===== config.mk =====
export PLATFORM = sky130hd
export DESIGN_NAME = cordic_vectoring_iterative
export DESIGN_NICKNAME = d
export VERILOG_FILES = /design/src/rtl/cordic_vectoring_iterative.sv
export SDC_FILE = /design/constraint.sdc
export NUM_CORES = 1
export LEC_CHECK = 0
export BUFFER_PORTS_ARGS = -buffer_cell sky130_fd_sc_hd__buf_2
export CORE_MARGIN = 4
export CORE_UTILIZATION = 55
export DETAILED_ROUTE_END_ITERATION = 6
export PLACE_DENSITY = 0.74
export SLEW_MARGIN = 20
export SYNTH_ARGS = -nofsm -noshare
export SYNTH_HDL_FRONTEND = slang
export SYNTH_SLANG_ARGS = --single-unit
export TNS_END_PERCENT = 30

===== constraint.sdc =====
create_clock -name clk_i -period 6.2 [get_ports clk_i]
set_input_delay 0.31 -clock clk_i [delete_from_list [all_inputs] [get_ports clk_i]]
set_output_delay 0.31 -clock clk_i [all_outputs]
set_load 0.1 [all_outputs]

===== src/rtl/cordic_vectoring_iterative.sv =====
// -----------------------------------------------------------------------------
// cordic_vectoring_iterative
//
// Iterative CORDIC in vectoring mode. Takes a Cartesian vector (x_i, y_i) and
// drives y toward zero over 6 iterations of one shared add/shift slice. The
// magnitude comes out of x and the angle is accumulated in z as a binary angle.
//
// Build option:
//   CORDIC_VEC_GAIN_COMP_EN  When defined, a SCALE state removes the CORDIC
//                            gain, so mag_o is the true magnitude. Latency is
//                            8 cycles instead of 7. When undefined, mag_o
//                            carries the gain of about 1.646.
//
// Ports:
//   clk_i                    clock, rising edge
//   rst_i                    synchronous, active-high reset
//   x_i, y_i                 signed input vector, N_FRAC+1 bits
//   data_in_valid_strobe_i   one-cycle input strobe, ignored while busy_o=1
//   mag_o                    unsigned magnitude, N_FRAC+3 bits
//   angle_o                  signed binary angle, 1 LSB = pi/2^N_FRAC
//   data_out_valid_strobe_o  one-cycle result strobe
//   busy_o                   high whenever a calculation is in flight
// -----------------------------------------------------------------------------
module cordic_vectoring_iterative #(
  parameter int N_FRAC = 7
) (
  input  logic                     clk_i,
  input  logic                     rst_i,
  input  logic signed [N_FRAC:0]   x_i,
  input  logic signed [N_FRAC:0]   y_i,
  input  logic                     data_in_valid_strobe_i,
  output logic        [N_FRAC+2:0] mag_o,
  output logic signed [N_FRAC:0]   angle_o,
  output logic                     data_out_valid_strobe_o,
  output logic                     busy_o
);

  localparam int W  = N_FRAC + 1;  // input and angle width
  localparam int XW = N_FRAC + 3;  // x/y width: headroom for negation and gain

  localparam logic [1:0] IDLE  = 2'd0;
  localparam logic [1:0] CALC  = 2'd1;
  localparam logic [1:0] SCALE = 2'd2;
  localparam logic [1:0] DONE  = 2'd3;

  // Counter value once all 6 iterations have been applied.
  localparam logic [2:0] ITER_END = 3'd6;

  // -2^N_FRAC, i.e. +/-pi in binary-angle units.
  localparam logic signed [W-1:0] PI_ANGLE = {1'b1, {N_FRAC{1'b0}}};

  // atan(2^-i) in units of pi/2^N_FRAC (table shared with the rotation core).
  function automatic logic signed [W-1:0] atan_lut(input logic [2:0] idx);
    case (idx)
      3'd0:    atan_lut = W'(32);
      3'd1:    atan_lut = W'(18);
      3'd2:    atan_lut = W'(9);
      3'd3:    atan_lut = W'(5);
      3'd4:    atan_lut = W'(2);
      3'd5:    atan_lut = W'(1);
      default: atan_lut = '0;
    endcase
  endfunction

  logic [1:0]              state_q, state_d;
  logic [2:0]              cnt_q, cnt_d;
  logic signed [XW-1:0]    x_q, x_d;
  logic signed [XW-1:0]    y_q, y_d;
  logic signed [W-1:0]     z_q, z_d;
  logic [XW-1:0]           mag_q, mag_d;
  logic signed [W-1:0]     angle_q, angle_d;

  logic signed [XW-1:0]    x_ext, y_ext;
  logic signed [XW-1:0]    x_sh, y_sh;

`ifdef CORDIC_VEC_GAIN_COMP_EN
  // 0.5 + 0.125 - 0.015625 - 0.001953 = 0.6074, close to 1/1.6465.
  logic signed [XW-1:0]    x_scaled;
  assign x_scaled = (x_q >>> 1) + (x_q >>> 3) - (x_q >>> 6) - (x_q >>> 9);
`endif

  assign x_ext = XW'(x_i);  // sign-extends: x_i is signed
  assign y_ext = XW'(y_i);
  assign x_sh  = x_q >>> cnt_q;
  assign y_sh  = y_q >>> cnt_q;

  always_comb begin
    // NOTE: every variable gets a hold value first so no path leaves it
    // unassigned; otherwise synthesis infers a latch.
    state_d = state_q;
    cnt_d   = cnt_q;
    x_d     = x_q;
    y_d     = y_q;
    z_d     = z_q;
    mag_d   = mag_q;
    angle_d = angle_q;

    case (state_q)
      IDLE: begin
        if (data_in_valid_strobe_i) begin
          state_d = CALC;
          cnt_d   = '0;
          // Pre-rotate the left half-plane by pi so the iterations only ever
          // have to cover +/-pi/2.
          if (!x_i[N_FRAC]) begin
            x_d = x_ext;
            y_d = y_ext;
            z_d = '0;
          end else begin
            x_d = -x_ext;
            y_d = -y_ext;
            z_d = PI_ANGLE;
          end
        end
      end

      CALC: begin
        if (cnt_q == ITER_END) begin
`ifdef CORDIC_VEC_GAIN_COMP_EN
          state_d = SCALE;
`else
          state_d = DONE;
          mag_d   = x_q;
          angle_d = z_q;
`endif
        end else begin
          // Rotate toward y = 0; both updates read the pre-update x and y.
          if (!y_q[XW-1]) begin
            x_d = x_q + y_sh;
            y_d = y_q - x_sh;
            z_d = z_q + atan_lut(cnt_q);
          end else begin
            x_d = x_q - y_sh;
            y_d = y_q + x_sh;
            z_d = z_q - atan_lut(cnt_q);
          end
          cnt_d = cnt_q + 3'd1;
        end
      end

`ifdef CORDIC_VEC_GAIN_COMP_EN
      SCALE: begin
        x_d     = x_scaled;
        state_d = DONE;
        mag_d   = x_scaled;
        angle_d = z_q;
      end
`endif

      DONE:    state_d = IDLE;
      default: state_d = IDLE;
    endcase
  end

  always_ff @(posedge clk_i) begin
    // NOTE: the datapath registers are reset along with the control state so
    // an aborted calculation leaves nothing visible on the outputs.
    if (rst_i) begin
      state_q <= IDLE;
      cnt_q   <= '0;
      x_q     <= '0;
      y_q     <= '0;
      z_q     <= '0;
      mag_q   <= '0;
      angle_q <= '0;
    end else begin
      // NOTE: non-blocking assignments so every flop samples the values from
      // before this edge, independent of statement order.
      state_q <= state_d;
      cnt_q   <= cnt_d;
      x_q     <= x_d;
      y_q     <= y_d;
      z_q     <= z_d;
      mag_q   <= mag_d;
      angle_q <= angle_d;
    end
  end

  assign mag_o                   = mag_q;
  assign angle_o                 = angle_q;
  assign data_out_valid_strobe_o = (state_q == DONE);
  assign busy_o                  = (state_q != IDLE);

endmodule


After elaboration in Yosys (flattened, before gate mapping)
Index checks and enable logic that the tools add are counted.

Register bits after elaboration: 51.

$add $sub $neg: 9. Equal/unequal tests: 11. Shift-type cells: 2. Multiplexer cells: 28. Reductions and logical operators: 7.

Operators with widths (count): 10-bit 2-to-1 mux (8); 8-bit 2-to-1 mux (10); 10-bit one-hot mux with 2 select lines (2); 6-bit one-hot mux with 6 select lines (1); 10-bit adder (2); 8-bit negator with 10-bit output (2); 10-bit by 3-bit >>> shifter with 10-bit output (2); 10-bit subtractor (2); 8-bit one-hot mux with 2 select lines (1); 3-bit == test, second input constant (3); 8-bit adder (1); 8-bit subtractor (1); 3-bit by 2-bit == test with 1-bit output, second input constant (2); 3-bit 2-to-1 mux (2); 2-bit inequality test, second input constant (3); 3-bit one-hot mux with 2 select lines (1); 2-bit 2-to-1 mux (2); 2-bit one-hot mux with 2 select lines (1); 2-bit AND reduction (2); 2-bit nonzero test (2); 3-bit by 1-bit adder with 3-bit output, second input constant (1); 3-bit by 1-bit == test with 1-bit output, second input constant (1); 3-bit zero test (1); 3-bit AND reduction (1); other kinds (3) (3).

Depth between registers and ports, before layout
Gate-level depths: netlist of the first run.

Depth after elaboration: 9. Gate-level depth with buffers: 20. Mapped depth without buffers: 17.

Worst setup path after synthesis of the first run
Ideal clock, no wire load.

Path kind: reg-to-reg. Start: register cnt_q[0]. End: register y_q[8]. Setup time: 132 ps. Data arrival time: 3746 ps. Required time: 6068 ps. Path slack: 2322 ps. Stages on the path, launching flop included: 18. Path buffers: 3. Path through: dfxtp_1 buf_6 buf_6 buf_2 mux4_2 a21oi_1 ha_1 nor2_1 a21oi_1 fa_1 a21o_1 a21oi_1 o21bai_1 a2111oi_0 nor3_1 xor2_1 o211ai_1 a21oi_1.

Longest elaborated chain between the ends: 5. Elaborated cells on any way between the ends: 9. Classes of those cells: add/sub (2); eq/ne (2); shift (1); mux (3); reduce/logical (1).

RTL lines: from (decl) (line 66) `logic [2:0] cnt_q, cnt_d;`; from (signal assigned) (line 170) `cnt_q <= cnt_d;`; 10-bit by 3-bit >>> shifter with 10-bit output (line 84) `assign x_sh = x_q >>> cnt_q;`; 10-bit subtractor / 10-bit adder (equally long branches) (line 130, 134); 10-bit 2-to-1 mux (line 128) `if (!y_q[XW-1]) begin`; 10-bit 2-to-1 mux (line 118) `if (cnt_q == ITER_END) begin`; 10-bit one-hot mux with 2 select lines (line 98) `case (state_q)`; to (signal assigned) (line 172) `y_q <= y_d;`; to (decl) (line 68) `logic signed [XW-1:0] y_q, y_d;`.

Several ways; a longest one is shown, not always the timed one. The select of a mux whose other input is x is not followed. A chain may end at the register's enable or synchronous reset.

Final worst setup path of the first run
Start: register cnt_q[0]. End: register x_q[9].

Longest elaborated chain between the ends: 5. Elaborated cells on any way between the ends: 9. Classes of those cells: add/sub (2); eq/ne (2); shift (1); mux (3); reduce/logical (1).

RTL lines: 10-bit by 3-bit >>> shifter with 10-bit output (line 85) `assign y_sh = y_q >>> cnt_q;`; 10-bit adder / 10-bit subtractor (equally long branches) (line 129, 133); 10-bit 2-to-1 mux (line 128); 10-bit 2-to-1 mux (line 118); 10-bit one-hot mux with 2 select lines (line 98); to (signal assigned) (line 161) `x_q <= '0;`; to (signal assigned) (line 171) `x_q <= x_d;`; to (decl) (line 67) `logic signed [XW-1:0] x_q, x_d;`.

Several ways; a longest one is shown, not always the timed one. The select of a mux whose other input is x is not followed.

==> impl_metrics.toml, run 1 <==
[clocking]
htree_levels = 2
cts_root_buffer = "clkbuf_8"
cts_tree = "built"
cts_buffer_depth = 2
cts_setup_buffers = 0
cts_sinks = 51
cts_buffers = 5
clk_pin_slew_ps = 110
ctsResizeCount = 0
insertion_delay_ps = 320
cts_hold_buf = 0

[sta]
max_slew.worst_pin.slew_ps = 945
fin_crit_sh_pct = 77.3
hold_violations = 0
max_freq_ghz = 0.209
tns_ps = 0
max-slew-margin-rel_pct = 37.0
setup_viol = 0
drv_slew = 0
rsz0062_at_grt = "false"
min_period_ps = 4790
skew_ps = 4.59

[grt]
grt_max_degree = 53
grt_pass1_wl_mm = 19.8
grt_util_all_layers_pct = 24.0
antenna_found_initial = 0
grt-ovfl-total = 0
grt_pass1_vias = 4105

[job]
drv_cap = 0

[yosys]
synth_top_family_by_area = "compound AO/OA/AOI/OAI gates"
synth_cell_types = 65
postSynthAreaPerCell_um2 = 7.65
syn_nets = 667
postSynth.asyncResetShare_pct = 0
synthCells = 610
ys_ff_latch = 51
muxShareOfSynthArea_pct = 8.55
synth_edf_count = 0
yosys_most_used_dff = "dfxtp_1"
synthSimpleGateAreaFrac_pct = 20.9
synthAdderAreaFrac_pct = 10.7
yosysWarnings = 0
synth_compound_area_share_pct = 24.5
synth-xor-area-share_pct = 7.88
seq_area_frac_synth_pct = 21.9
syn-cell-area_mm2 = 0.00467

[critical_path]
cp.arrival_ps = 5040
path_max_fanout = 23
cp.required_ps = 6440
max_stage_delay_ps = 910
worstSetupPathType = "flip-flop to flip-flop"
startpoint_type = "flip-flop"
crit_slowest_cell = "dfxtp_1"
worstPathCellList = "buf_4 -> mux4_2 -> mux2i_1 -> ha_1 -> o21ai_0 -> ha_1 -> nor2b_1 -> nor3_1 -> o21bai_1 -> o41ai_1 -> o21ai_1 -> xnor2_1 -> or4_1 -> a31oi_1"
crit_path_end_kind = "flip-flop"
crit_top_cell = "ha_1"

[power_and_ir_drop]
combPwrFrac_pct = 53.5
switching_power_uw = 595
vdd_drop_max_v = 0.000135
power.density_mw_per_mm2 = 274
p_leak_uw = 0.00200
internal_power_uw = 761
power.share.clock_pct = 16.3
seqPwrFrac_pct = 30.2
switching_share_pct = 43.9

[floorplan]
placementRows = 33
die_w_um = 100
dieArea_mm2 = 0.0100
core_area_mm2 = 0.00822
start_util_pct = 56.8
io_pins = 39
die_h_um = 100

[place]
hpwl_mm = 8.48
place_congestion = 0.882
dpl-instance-area_mm2 = 0.00485
io_buffers = 38
placedCellCount = 716

[finish]
multiInputGateArea_mm2 = 0.00339
layout_commonest_cell = "nand2_1"
stdcell_area_mm2 = 0.00495
layout_common_cells = "nand2_1, a21oi_1, nor2_1, dfxtp_1, buf_2"
fillers = 749
nets = 675
syn_to_final_growth_pct = 6.17
antenna_cells = 0
seqCellArea_mm2 = 0.00102
final_util_pct = 60.3
fin_cells = 724
drive_above_1_share_pct = 12.8

[min_path]
hold_path_class = "input port to flip-flop"

[routing]
via_per_inst = 6.14
ant_nets = 0
wirelength_mm = 11.8
wl_per_cell_um = 16.3
first_pass_iters = 4
vias = 4445
drc_errors = 0
drt_iter0_markers = 341

[run_status]
status = "finished, final reports clean"
## area by class of cell
cell class	instances	area share, %
flip-flops and latches	51	20.6
clock inverters	3	0.556
multi-input cells	495	68.5
inverters	22	1.67
well taps	105	2.65
repair buffers	43	4.60
clock buffers	5	1.39
## layer usage
metal  global-route usage, %  share of wire [%]  vias to the layer above
met5                       0                  0                        -
met4                    6.53                2.0                        0
met1                    34.2                 45                     2087
met2                    37.6                 46                      148
li1                        -                  -                     2186
met3                    3.96                6.7                       24
## logic make-up after synthesis
| logic type | count (synthesis) |
|---|---|
| AND/OR/NAND/NOR | 213 |
| AO/OA/AOI/OAI | 180 |
| buffers and inverters | 64 |
| flip-flops | 51 |
| XOR/XNOR | 42 |
| adder cells (fa/ha/maj) | 38 |
| multiplexers | 22 |
## worst max-delay path: cells and delay by family, from the launching register on
family                     cells  cell delay, ps
AOI/OAI and AO/OA              5            1180
xor gates and xnor gates       1             150
adders and majority gates      2             560
buffers and inverters          1             340
DFF                            1             910
muxes                          2             810
and+or+nand+nor                3             740
## stage by stage
| step | hold slack [ps] | power, uW | setup WS, ps |
|---|---|---|---|
| floorplan | 445 | 979 | 2320 |
| global placement | 437 | 1110 | 1600 |
| detailed placement | 443 | 1120 | 1430 |
| CTS | 279 | 1350 | 1390 |
| global route | 295 | 1460 | 943 |
| finish | 279 | 1360 | 1410 |
## power groups by stage
stage | clock [uW] | combinational (uW) | sequential (uW)
3_3_place_gp | 0 | 698 | 412
2_1_floorplan | 0 | 595 | 384
3_5_place_dp | 0 | 710 | 414
4_1_cts | 224 | 717 | 407
5_1_grt | 235 | 808 | 413
6_report | 221 | 726 | 409
## registers in the layout, summed over array words and instances (netlist names)
register and count:
state_q 2, mag_o 10, y_q 10, z_q 8
cnt_q 3, x_q 10, angle_o 8
## path summary, 6_finish.rpt
kind	start	slack, ps	cells past startpoint	endpoint
worst max-delay path	cnt_q[0]	1410	14	x_q[9]
worst min-delay path	y_i[0]	280	3	y_q[0]
worst max register to register	cnt_q[0]	1410	14	x_q[9]
worst min register to register	mag_o[0]	460	2	mag_o[0]
## cell usage after synthesis, drive strengths merged (8+ instances only)
library cell / count / share of area (%)
nor3: 23 / 2.8
a211oi: 8 / 1.3
nor2: 61 / 4.9
o211ai: 8 / 1.3
nand2: 78 / 6.3
dfxtp: 51 / 22
inv: 21 / 1.7
clkbuf: 31 / 2.5
xor2: 18 / 3.4
mux4: 13 / 6.3
ha: 35 / 9.4
nand3: 10 / 1.1
a21o: 9 / 1.4
a21oi: 71 / 7.6
nor2b: 13 / 1.7
buf: 11 / 1.3
xnor2: 24 / 4.5
o21ai: 31 / 3.4
No activity file was read; power rests on OpenSTA's default activity.
==> run 2: changes to the inputs <==
- ABC_AREA: default -> 1
- PLACE_DENSITY: 0.74 -> 0.77
- clock period: 6.2 -> 3.9 ns (I/O delays scaled with it)
==> impl_metrics.toml, run 2 <==
[run_status]
status = "finished, final reports clean"

[routing]
drc_errors = 0
drt_iter0_markers = 395
first_pass_iters = 5
ant_nets = 0
vias = 4997
wirelength_mm = 12.6
via_per_inst = 5.77
wl_per_cell_um = 14.6

[yosys]
postSynth.asyncResetShare_pct = 0
syn-cell-area_mm2 = 0.00462
yosysWarnings = 0
seq_area_frac_synth_pct = 22.1
synth_area_leaders = "dfxtp_1, nand2_1, ha_1, o21ai_0, nand3_1"
synth.most_common_cell = "nand2_1"
synth_largest_area_cell = "dfxtp_1"
synth_edf_count = 0
netlist_top_cells_count = "nand2_1, inv_1, o21ai_0"
ys_ff_latch = 51
synth_top_area_share_pct = 22.1
syn_nets = 796
synth_cell_types = 44
yosys_most_used_dff = "dfxtp_1"
synthCells = 739
postSynthAreaPerCell_um2 = 6.25

[finish]
syn_to_final_growth_pct = 7.69
nets = 817
layout_commonest_cell = "nand2_1"
fin_cells = 866
multiInputGateArea_mm2 = 0.00310
seqCellArea_mm2 = 0.00102
stdcell_area_mm2 = 0.00498
layout_common_cells = "nand2_1, inv_1, o21ai_0, nand3_1, a21oi_1"
antenna_cells = 0
fillers = 770
drive_above_1_share_pct = 10.4

[power_and_ir_drop]
p_leak_uw = 0.00253
power.total_uw = 2200
vdd_drop_max_v = 0.000243
power.share.clock_pct = 20.6
seqPwrFrac_pct = 28.3
power.density_mw_per_mm2 = 442
combPwrFrac_pct = 51.1
internal_power_uw = 1230
switching_share_pct = 44.1
switching_power_uw = 971

[clocking]
cts_root_buffer = "clkbuf_8"
clk_pin_slew_ps = 110
htree_levels = 2
cts_setup_buffers = 0
cts_tree = "built"
insertion_delay_ps = 310
cts_buffers = 5
cts_buffer_depth = 2
cts_sinks = 51

[floorplan]
dieArea_mm2 = 0.00993
die_h_um = 99.7
placementRows = 33
core_area_mm2 = 0.00818
start_util_pct = 56.5
io_pins = 39
die_w_um = 99.7

[place]
place_congestion = 0.922
io_buffers = 38
dpl-instance-area_mm2 = 0.00484
placedCellCount = 858
hpwl_mm = 9.55
dpl_worst_slack_ps = 398

[grt]
busiest_layer = "met2"
grt_max_degree = 39
grt_use_met2_pct = 42.6
grt-ovfl-total = 0
antenna_found_initial = 0
grt_pass1_wl_mm = 21.5
grt_util_all_layers_pct = 26.3
grt_pass1_vias = 4676
grtUsageMet3_pct = 2.59
gr-usage-met1_pct = 35.8

[sta]
skew_ps = 11.0
max_slew.worst_pin.slew_ps = 1000
max-slew-margin-rel_pct = 33.2
min_period_ps = 3480
tns_ps = 0
drv_slew = 0
layout_setup_ws_ps = 424
fin_crit_sh_pct = 89.1
rsz0062_at_grt = "false"
hold_violations = 0
setup_viol = 0
max_freq_ghz = 0.288

[min_path]
hold_path_class = "input port to flip-flop"
holdPathStages = 3

[critical_path]
reg2reg_from = "cnt_q[0]"
rrSetupSlack_ps = 420
cp.required_ps = 4100
reg2reg_depth = 22
startpoint_type = "flip-flop"
worstSetupPathType = "flip-flop to flip-flop"
critPathLaunch = "cnt_q[0]"
cp.arrival_ps = 3680
path_max_fanout = 20
r2r_end = "z_q[6]"
crit_path_end_kind = "flip-flop"
endpoint = "z_q[6]"

[job]
drv_cap = 0
-- run 2: cell types whose count changed after synthesis, sizes merged, moves of 15 or more --
| cell | delta |
|---|---|
| nand2 | +102 |
| inv | +67 |
| nand3 | +60 |
| o21ai | +48 |
| xnor2 | -18 |
| clkbuf | -15 |
-- run 2: worst min-delay path by stage --
stage	from	end	slack, ps
6_report	y_i[0]	y_q[0]	170
5_1_grt	data_in_valid_strobe_i	state_q[0]	210
4_1_cts	y_i[0]	y_q[0]	170
3_5_place_dp	z_q[0]	z_q[0]	460
3_3_place_gp	z_q[0]	z_q[0]	450
2_1_floorplan	rst_i	cnt_q[2]	260
-- run 2: kinds of logic (layout without fill, tap and decap cells) --
logic type	count (synthesis)	count (layout)	share of synthesized area, %
buffers and inverters	121	143	10.8
xor gates and xnor gates	18	18	3.41
and+or+nand+nor	333	333	31.2
muxes	1	1	0.217
adders and majority gates	38	38	10.8
AOI/OAI and AO/OA	177	177	21.4
DFF	51	51	22.1
-- run 2: metrics by stage --
step           hold slack (ps)  util [%]
5_1_grt                    207      60.9
4_1_cts                    170      60.9
3_5_place_dp               459      59.2
2_1_floorplan              264         -
6_report                   173      60.9
3_3_place_gp               450      59.2
-- run 2: critical path, cell delays in order, from the launching register on --
cell     delay (ps)
dfxtp_1         330
inv_2           270
ha_1            260
inv_1            50
nor2_1          160
nor2_1           80
o21ai_1         150
inv_1            80
ha_1            190
inv_1            90
nor2_1           60
nor2_1           80
a22oi_1          80
ha_1            330
inv_1            70
o21ai_0         150
a21oi_1         100
or2_2           290
nand2_1          60
a21oi_1          70
or2_2           270
nand3_1          70
a21oi_1          60
-- run 2: area by class of cell --
type                    count  share of cell area (%)
clock inverters             3                    1.36
repair buffers             47                    5.18
well taps                 105                    2.64
flip-flops and latches     51                    20.5
inverters                  88                    6.64
multi-input cells         567                    62.3
clock buffers               5                    1.38
-- run 2: power by group through the flow --
stage                     Clock, uW  Sequential [uW]  Combinational [uW]
final                           453              624                1120
after global routing            483              629                1280
after CTS                       460              621                1110
after detailed placement          0              633                1100
after global placement            0              633                1060
after floorplan                   0              605                 888
-- run 2: timing repair --
action	4_1_cts	5_1_grt
resized for setup	0	1
endpoints found under the hold margin	0	0
setup endpoints to repair	0	1
hold buffers	0	0
-- run 2: routing by layer --
layer  part of all wire, %  vias to the layer above
met5                     0                        -
met4                   3.1                        0
met3                   7.1                       30
met2                    45                      202
met1                    45                     2261
li1                      -                     2504
==> run 3: changes to the inputs <==
- CELL_PAD_IN_SITES_DETAIL_PLACEMENT: default -> 1
- CELL_PAD_IN_SITES_GLOBAL_PLACEMENT: default -> 1
- CORE_UTILIZATION: 55 -> 39
- PLACE_DENSITY: 0.77 -> default
- PLACE_DENSITY_LB_ADDON: default -> 0.1
==> impl_metrics.toml, run 3 (synthesis results as in run 2) <==
[grt]
grt_max_degree = 39
grt_pass1_vias = 4910
grt-ovfl-total = 0
grt_pass1_wl_mm = 24.2
antenna_found_initial = 0
grt_util_all_layers_pct = 22.6

[routing]
drt_iter0_markers = 183
ant_nets = 0
vias = 4921
via_per_inst = 5.44
wirelength_mm = 14.9
wl_per_cell_um = 16.5
first_pass_iters = 4
drc_errors = 0

[floorplan]
start_util_pct = 40.1
io_pins = 39
dieArea_mm2 = 0.0137
core_area_mm2 = 0.0115
die_w_um = 117
die_h_um = 117
placementRows = 39

[power_and_ir_drop]
seqPwrFrac_pct = 27.1
switching_power_uw = 1030
switching_share_pct = 44.5
combPwrFrac_pct = 49.8
internal_power_uw = 1280
vdd_drop_max_v = 0.000184
power.share.clock_pct = 23.1
power.total_uw = 2310
p_leak_uw = 0.00255
power.density_mw_per_mm2 = 457

[finish]
fillers = 1613
drive_above_1_share_pct = 10.4
stdcell_area_mm2 = 0.00506
syn_to_final_growth_pct = 9.50
final_util_pct = 43.9
layout_common_cells = "nand2_1, inv_1, o21ai_0, nand3_1, a21oi_1"
layout_commonest_cell = "nand2_1"
nets = 817
antenna_cells = 0

[sta]
min_period_ps = 3450
fin_crit_sh_pct = 88.5
hold_violations = 0
setup_viol = 0
max_slew.worst_pin.slew_ps = 1050
max_freq_ghz = 0.290
holdWs_ps = 210
tns_ps = 0
max-slew-margin-rel_pct = 29.4
drv_slew = 0
skew_ps = 12.1
rsz0062_at_grt = "false"

[critical_path]
worstSetupPathType = "flip-flop to flip-flop"
rrSetupSlack_ps = 450
path_max_fanout = 21
cp.required_ps = 4140
reg2reg_depth = 19
reg2reg_from = "cnt_q[1]"
cp.arrival_ps = 3690
r2r_end = "z_q[5]"
crit_path_end_kind = "flip-flop"
startpoint_type = "flip-flop"
critPathLaunch = "cnt_q[1]"

[run_status]
status = "finished, final reports clean"

[clocking]
clk_pin_slew_ps = 80
insertion_delay_ps = 310
ctsResizeCount = 0
cts_buffer_depth = 2
cts_setup_buffers = 0
cts_sinks = 51
htree_levels = 2
cts_tree = "built"
cts_root_buffer = "clkbuf_16"
cts_buffers = 5
cts_hold_buf = 0

[min_path]
holdPathStages = 3
hold-path-endpoint = "y_q[0]"
hold_path_class = "input port to flip-flop"
hp-start = "y_i[0]"

[place]
hpwl_mm = 11.5
place_congestion = 0.883
io_buffers = 38
dpl-instance-area_mm2 = 0.00489

[job]
drv_cap = 0
run 3: cell types whose count changed in the layout (fill, tap and decap cells not counted), sizes merged:
cell / before / now
bufinv: 2 / 1
clkinv: 0 / 2
clkinvlp: 1 / 0
run 3: layer usage:
metal | share of wire, % | GRT usage [%]
met1 | 47 | 28.8
met2 | 48 | 39.7
met3 | 2.6 | 3.29
met4 | 2.0 | 6.50
met5 | 0 | 0
run 3: worst max path at each step:
stage | end | slack (ps) | cells after the start
finish | z_q[5] | 450 | 19
global route | z_q[5] | 60 | 19
CTS | z_q[5] | 450 | 19
detailed placement | z_q[5] | 470 | 19
global placement | z_q[6] | 600 | 17
floorplan | z_q[6] | 710 | 19
run 3: power by group through the flow:
stage                     sequential [uW]  clock, uW  combinational [uW]
after detailed placement              639          0                1140
final                                 627        534                1150
after CTS                             626        546                1150
after global routing                  633        573                1320
after floorplan                       605          0                 888
after global placement                638          0                1090
run 3: area by class of cell:
| class | instances | area [um^2] | share of cell area [%] |
|---|---|---|---|
| Multi-Input combinational cell | 567 | 3100 | 61.3 |
| Clock inverter | 3 | 47.5 | 0.940 |
| Timing Repair Buffer | 47 | 258 | 5.09 |
| Sequential cell | 51 | 1020 | 20.2 |
| Tap cell | 143 | 179 | 3.54 |
| Inverter | 88 | 330 | 6.53 |
| Clock buffer | 5 | 125 | 2.47 |
run 3: through the flow:
stage | setup WS [ps] | cells
2_1_floorplan | 714 | 739
3_3_place_gp | 599 | 896
3_5_place_dp | 473 | 896
4_1_cts | 449 | 904
5_1_grt | 56.1 | 904
6_report | 449 | 904
run 3: critical path, stage by stage, from the launching register on:
cell and delay (ps):
dfxtp_1 350, inv_2 280, ha_1 240, inv_1 40, o21ai_0 290, inv_1 80
ha_1 280, inv_1 30, o21ai_0 270, inv_1 80, ha_1 280, nand2_1 70
nor2_1 40, a211oi_1 340, nor2_1 100, o21ai_0 170, nand2_1 80, a21boi_0 130
o21ai_0 100, a21oi_1 130
